`src/rtl/cgp_array_serial.sv`:
```
`default_nettype none
// ============================================================================
// Module   : cgp_array_serial
// Desc     : Serially configured CGP logic-element array, evaluated one column
//            per clock. Optional stream parity check: CGP_CFG_PARITY_EN.
// Revision : 1.0  initial release
// ============================================================================
module cgp_array_serial #(
  parameter int N_IN   = 8,
  parameter int N_OUT  = 8,
  parameter int N_ROWS = 5,
  parameter int N_COLS = 5,
  parameter int SEL_W  = 6
) (
  input  logic             clk,
  input  logic             rst_n,
  input  logic             cfg_start,
  input  logic             cfg_valid,
  input  logic             cfg_bit,
  output logic             cfg_done,
  output logic             cfg_error,
  input  logic             eval_start,
  input  logic [N_IN-1:0]  chrom_in,
  output logic             busy,
  output logic             out_valid,
  output logic [N_OUT-1:0] chrom_out
);

  localparam int c_N_LE       = N_ROWS * N_COLS;
  localparam int c_LE_CFG_W   = 3 + 2 * SEL_W;
  localparam int c_OUT_BASE   = c_N_LE * c_LE_CFG_W;
  localparam int c_CFG_BITS   = c_OUT_BASE + N_OUT * SEL_W;
  localparam int c_SIG_W      = N_IN + c_N_LE;
  localparam int c_PAD_W      = 1 << SEL_W;
`ifdef CGP_CFG_PARITY_EN
  localparam int c_STREAM_BITS = c_CFG_BITS + 1;
`else
  localparam int c_STREAM_BITS = c_CFG_BITS;
`endif
  localparam int c_CNT_W      = $clog2(c_STREAM_BITS + 1);
  localparam int c_IDX_W      = $clog2(c_CFG_BITS);
  localparam int c_LE_IDX_W   = (c_N_LE > 1) ? $clog2(c_N_LE) : 1;
  localparam int c_COL_W      = (N_COLS > 1) ? $clog2(N_COLS) : 1;

  localparam logic [c_CNT_W-1:0] c_CFG_END  = c_CNT_W'(c_CFG_BITS);
`ifndef CGP_CFG_PARITY_EN
  localparam logic [c_CNT_W-1:0] c_CFG_LAST = c_CNT_W'(c_CFG_BITS - 1);
`endif
  localparam logic [c_COL_W-1:0] c_COL_LAST = c_COL_W'(N_COLS - 1);
  localparam logic [SEL_W:0]     c_SIG_LIM  = (SEL_W + 1)'(c_SIG_W);

  typedef enum logic [1:0] {
    S_IDLE = 2'd0,
    S_EVAL = 2'd1,
    S_OUT  = 2'd2
  } state_t;

  state_t                  state_q;
  logic [c_CFG_BITS-1:0]   cfg_q;
  logic [c_CNT_W-1:0]      cnt_q;
  logic                    done_q;
  logic [N_IN-1:0]         in_q;
  logic [c_COL_W-1:0]      col_q;
  logic [c_N_LE-1:0]       le_q;
  logic [c_N_LE-1:0]       le_d;
  logic                    busy_q;
  logic                    valid_q;
  logic [N_OUT-1:0]        out_q;
  logic [N_OUT-1:0]        out_d;
`ifdef CGP_CFG_PARITY_EN
  logic                    par_q;
  logic                    err_q;
`endif

  logic [c_PAD_W-1:0]      sig_pad;
  logic [c_PAD_W-1:0]      sig_nxt;
  logic [SEL_W:0]          col_lim;
  logic [c_LE_CFG_W-1:0]   le_cfg  [c_N_LE];
  logic [SEL_W-1:0]        out_sel [N_OUT];
  logic [N_ROWS-1:0]       le_res;

  function automatic logic le_fn(input logic [2:0] f, input logic a, input logic b);
    logic y;
    case (f)
      3'd0:    y = a & b;
      3'd1:    y = a | b;
      3'd2:    y = a ^ b;
      3'd3:    y = ~(a & b);
      3'd4:    y = ~(a | b);
      3'd5:    y = ~(a ^ b);
      3'd6:    y = ~a;
      default: y = a;
    endcase
    return y;
  endfunction

  // Unused high select codes read as zero through the padding.
  assign sig_pad = c_PAD_W'({le_q, in_q});
  assign sig_nxt = c_PAD_W'({le_d, in_q});
  assign col_lim = (SEL_W + 1)'(N_IN) + (SEL_W + 1)'(col_q) * (SEL_W + 1)'(N_ROWS);

  for (genvar k = 0; k < c_N_LE; k++) begin : g_le_cfg
    assign le_cfg[k] = cfg_q[k*c_LE_CFG_W +: c_LE_CFG_W];
  end

  for (genvar o = 0; o < N_OUT; o++) begin : g_out_sel
    assign out_sel[o] = cfg_q[c_OUT_BASE + o*SEL_W +: SEL_W];
    assign out_d[o]   = ({1'b0, out_sel[o]} < c_SIG_LIM) ? sig_nxt[out_sel[o]] : 1'b0;
  end

  // One shared evaluator per row; the active column picks which LE it serves.
  for (genvar r = 0; r < N_ROWS; r++) begin : g_row
    logic [c_LE_IDX_W-1:0] k_idx;
    logic [c_LE_CFG_W-1:0] cfg;
    logic [SEL_W-1:0]      sel_a;
    logic [SEL_W-1:0]      sel_b;
    logic                  a;
    logic                  b;

    assign k_idx = c_LE_IDX_W'(col_q) * c_LE_IDX_W'(N_ROWS) + c_LE_IDX_W'(r);
    assign cfg   = le_cfg[k_idx];
    assign sel_a = cfg[SEL_W-1:0];
    assign sel_b = cfg[2*SEL_W-1:SEL_W];
    assign a     = ({1'b0, sel_a} < col_lim) ? sig_pad[sel_a] : 1'b0;
    assign b     = ({1'b0, sel_b} < col_lim) ? sig_pad[sel_b] : 1'b0;
    assign le_res[r] = le_fn(cfg[c_LE_CFG_W-1 -: 3], a, b);
  end

  for (genvar k = 0; k < c_N_LE; k++) begin : g_le_next
    assign le_d[k] = (col_q == c_COL_W'(k / N_ROWS)) ? le_res[k % N_ROWS] : le_q[k];
  end

  always_ff @(posedge clk) begin
    if (!rst_n) begin
      state_q <= S_IDLE;
      cfg_q   <= '0;
      cnt_q   <= '0;
      done_q  <= 1'b0;
      in_q    <= '0;
      col_q   <= '0;
      le_q    <= '0;
      busy_q  <= 1'b0;
      valid_q <= 1'b0;
      out_q   <= '0;
`ifdef CGP_CFG_PARITY_EN
      par_q   <= 1'b0;
      err_q   <= 1'b0;
`endif
    end else begin
      valid_q <= 1'b0;
      case (state_q)
        S_EVAL: begin
          le_q <= le_d;
          if (col_q == c_COL_LAST) begin
            out_q   <= out_d;
            valid_q <= 1'b1;
            busy_q  <= 1'b0;
            state_q <= S_OUT;
          end else begin
            col_q <= col_q + 1'b1;
          end
        end
        default: begin
          state_q <= S_IDLE;
          if (cfg_start) begin
            cnt_q  <= '0;
            done_q <= 1'b0;
`ifdef CGP_CFG_PARITY_EN
            par_q  <= 1'b0;
            err_q  <= 1'b0;
`endif
          end else begin
            if (cfg_valid && (cnt_q < c_CFG_END)) begin
              cfg_q[cnt_q[c_IDX_W-1:0]] <= cfg_bit;
              cnt_q <= cnt_q + 1'b1;
`ifdef CGP_CFG_PARITY_EN
              par_q <= par_q ^ cfg_bit;
`else
              if (cnt_q == c_CFG_LAST) done_q <= 1'b1;
`endif
            end
`ifdef CGP_CFG_PARITY_EN
            else if (cfg_valid && (cnt_q == c_CFG_END)) begin
              cnt_q <= cnt_q + 1'b1;
              if (par_q ^ cfg_bit) err_q  <= 1'b1;
              else                 done_q <= 1'b1;
            end
`endif
            if (eval_start && done_q) begin
              in_q    <= chrom_in;
              col_q   <= '0;
              busy_q  <= 1'b1;
              state_q <= S_EVAL;
            end
          end
        end
      endcase
    end
  end

  assign cfg_done  = done_q;
`ifdef CGP_CFG_PARITY_EN
  assign cfg_error = err_q;
`else
  assign cfg_error = 1'b0;
`endif
  assign busy      = busy_q;
  assign out_valid = valid_q;
  assign chrom_out = out_q;

endmodule
`default_nettype wire
```
`config.mk`:
```
export PLATFORM = sky130hd
export DESIGN_NAME = cgp_array_serial
export DESIGN_NICKNAME = d
export VERILOG_FILES = /design/src/rtl/cgp_array_serial.sv
export SDC_FILE = /design/constraint.sdc
export NUM_CORES = 2
export LEC_CHECK = 0
export CORE_AREA = 2 2 380 382
export CTS_CLUSTER_DIAMETER = 150
export DETAILED_ROUTE_END_ITERATION = 12
export DIE_AREA = 0 0 382 384
export DONT_BUFFER_PORTS = 1
export GPL_TIMING_DRIVEN = 0
export SLEW_MARGIN = 20
export SYNTH_ARGS = -nofsm -noshare
export SYNTH_HDL_FRONTEND = slang
export SYNTH_SLANG_ARGS = --single-unit
```
`constraint.sdc`:
```
create_clock -name clk -period 11.7 [get_ports clk]
set_clock_uncertainty 0.1 [all_clocks]
set_input_delay 2.34 -clock clk [delete_from_list [all_inputs] [get_ports clk]]
set_output_delay 2.34 -clock clk [all_outputs]
set_load 0.05 [all_outputs]
```
==> impl_metrics.toml <==
[run_status]
status = "finished with violations"
violations = "setup timing"

[sta]
report.final.slew_viol_count = 0
final.setup.worst_slack_ps = -61.9
fin_crit_ps = 11760
maxSlewHeadroom_pct = 5.89
setup_viol = 1
worstMarginPinSlew_ps = 1410
fmax_ghz = 0.0850
fin_crit_sh_pct = 101
grt_setup_unrepaired = "false"
hold_violations = 0

[worst_hold_path]
min_path_type = "reg -> reg"
min_path_cells = 2
hold_start = "cfg_q[416]$_SDFFE_PN0P_"
hold_end = "cfg_q[416]$_SDFFE_PN0P_"

[worst_setup_path]
cp-start-kind = "register"
slowest_stage = "clkbuf_1"
timing.rr.end = "chrom_out[6]$_SDFFE_PN0P_"
cp_top_family = "compound AO/OA/AOI/OAI gates"
cp_data_arrival_time_ps = 12280
crit_type = "reg -> reg"
cp_slowest_stage_delay_ps = 750
rr_worst_depth = 35
critical_path.endpoint_type = "register"
reg2reg_slack_ps = -60
crit_buf_inv = 9
r2r-start = "col_q[2]$_SDFFE_PN0P_"
required_ps = 12210
crit_fanout = 19

[clock_tree]
ctsRootBufferMaster = "clkbuf_16"
holdBufCountCts = 0
htree_levels = 2
clk_path_buf_depth = 3
path_clk_slew_ps = 70
cts_tree = "yes"
cts_made_buffers = 58
clkLatencyLatePin_ps = 780
cts_sinks = 481

[layout]
final_common_cell = "nand3_1"
final_core_util_pct = 34.2
layout.cells.non_filler = 6935
drive_gt1_share_pct = 17.3
fillCellCount = 14800
final_cell_mix = "540 x nand3_1, 519 x o21ai_0, 481 x dfxtp_1"
final_nets = 5059
syn2layout_area_growth_pct = 11.0

[drt]
drtPass1Iterations = 8
num_vias = 50400
drt_iter0_markers = 9381
postRouteAntennaNets = 0
vias_per_cell = 7.27
drc = 0
wl_um = 321000
avgRoutedWirePerCell_um = 46.3

[power]
p_leak_nw = 15.0
ir_drop_mv = 0.136
pwr_density_cell_mw_per_mm2 = 75.9
p_total_mw = 3.71

[run]
drv_cap = 0

[logic_synthesis]
postSynthCellCount = 4901
synth_top_family_by_area = "multiplexers"
synthMuxAreaShare_pct = 28.9
synth-simple-area-share_pct = 15.2
synth-compound-area-share_pct = 24.7
synth-seq-cells = 481
synth_fa_ha_area_share_pct = 2.12
ys.flop_type = "dfxtp_1"
syn_nets = 4989
yosysSeqAreaShare_pct = 21.9
synthDistinctLibCells = 119
syn_area_per_cell_um2 = 8.98
synth-edff-count = 0
synthesis.area_mm2 = 0.0440
synth_xor_area_share_pct = 0.921
async_reset_ff_share_pct = 0
ys_warn_count = 0

[floorplan]
start_util_pct = 30.8
rows = 139
io_pins = 26
fp.dieW_um = 382
fp.dieArea_mm2 = 0.147
core_mm2 = 0.143
die_y_um = 384

[placement]
port_buffers = 0
dp.cells = 6814
gp_congestion = 1.15
dpl.hpwl_um = 247000

[grt]
antenna_found_initial = 38
gr-total-overflow = 0
grt_pass1_vias = 44700
grt_max_degree = 20
grt_first_pass_wirelength_um = 421000
grt_usage_pct = 42.3
Yosys cell counts (all sizes together) (26+ instances only):
master | n | share of area (%)
o211ai | 44 | 0.75
a221oi | 29 | 0.69
and2 | 34 | 0.48
mux4 | 422 | 22
o21ai | 549 | 6.3
clkbuf | 361 | 3.1
a211oi | 39 | 0.70
nor3 | 74 | 0.87
a31oi | 39 | 0.57
buf | 161 | 2.4
inv | 103 | 0.88
nor4 | 27 | 0.41
a21oi | 122 | 1.4
dfxtp | 481 | 22
nand2 | 317 | 2.7
o221ai | 28 | 0.56
and3 | 26 | 0.37
mux2 | 70 | 1.8
nand3 | 541 | 6.2
a21boi | 442 | 7.5
nand2b | 29 | 0.41
mux2i | 234 | 5.4
ha | 73 | 2.1
a22oi | 40 | 0.69
nor2b | 37 | 0.53
nor2 | 173 | 1.5
where the power goes:
| part | leakage [nW] | internal (mW) | switching, mW | total, mW |
|---|---|---|---|---|
| Clock | 0.962 | 1.05 | 0.898 | 1.95 |
| Sequential | 3.87 | 1.64 | 0.00104 | 1.64 |
| Combinational | 10.2 | 0.0316 | 0.0914 | 0.123 |
registers in the layout, indices dropped and copies added, names as in the netlist:
name,count
state_q,2
col_q,3
cfg_q,423
cnt_q,9
busy,1
in_q,8
chrom_out,8
out_valid,1
le_q,25
cfg_done,1
cell families (layout without fill, tap and decap cells):
logic type | Yosys count | after routing
AOI/OAI and AO/OA | 1601 | 1601
and+or+nand+nor | 1361 | 1361
muxes | 726 | 726
buffers and inverters | 629 | 747
DFF | 481 | 481
adders and majority gates | 74 | 74
xor gates and xnor gates | 28 | 28
other | 1 | 14
what timing repair did:
action	in CTS	in global routing
gates resized for setup	16	15
setup buffers	2	1
pin swaps	1	1
gates cloned	0	0
setup endpoints to repair	19	13
area by class of cell:
type / count / area, um^2 / share of cell area (%)
Multi-Input combinational cell: 3791 / 31800 / 65.1
Sequential cell: 481 / 9630 / 19.7
Buffer: 518 / 2490 / 5.10
Tap cell: 1903 / 2380 / 4.88
Clock buffer: 82 / 1670 / 3.42
Inverter: 107 / 402 / 0.822
Clock inverter: 26 / 283 / 0.579
Timing Repair Buffer: 14 / 171 / 0.351
Antenna cell: 13 / 32.5 / 0.0666
per-layer routing:
metal  vias up  global-route usage, %  wire length (um)
li1      19200                      -                 -
met1     25100                   52.6            118000
met2      4916                   58.2            126000
met3      1149                   17.0             46800
met4        20                   31.7             30700
met5         -                      0               394
worst max-delay path by stage:
stage	cells after the start	slack (ps)	end	from
after floorplan	41	3340	chrom_out[0]$_SDFFE_PN0P_	col_q[0]$_SDFFE_PN0P_
after global placement	40	-3010	chrom_out[0]$_SDFFE_PN0P_	col_q[0]$_SDFFE_PN0P_
after detailed placement	40	-2170	chrom_out[0]$_SDFFE_PN0P_	col_q[0]$_SDFFE_PN0P_
after CTS	39	40	chrom_out[0]$_SDFFE_PN0P_	col_q[0]$_SDFFE_PN0P_
after global routing	34	90	chrom_out[6]$_SDFFE_PN0P_	col_q[2]$_SDFFE_PN0P_
final	35	-60	chrom_out[6]$_SDFFE_PN0P_	col_q[2]$_SDFFE_PN0P_
tightest hold or removal path, stage by stage (launching register included):
cell,delay [ps]
dfxtp_1,330
o21ai_0,70
a21boi_0,80
per-stage QoR:
stage	setup slack (ps)	hold WS [ps]	area, um^2	setup TNS, ps
after global routing	88.9	453	48800	0
after global placement	-3010	401	46400	-45330
after floorplan	3340	362	44000	0
after detailed placement	-2170	416	46700	-28150
final	-61.9	430	48800	-61.9
after CTS	40.0	425	48700	0
Note: power is estimated with default switching activity, not from simulation.
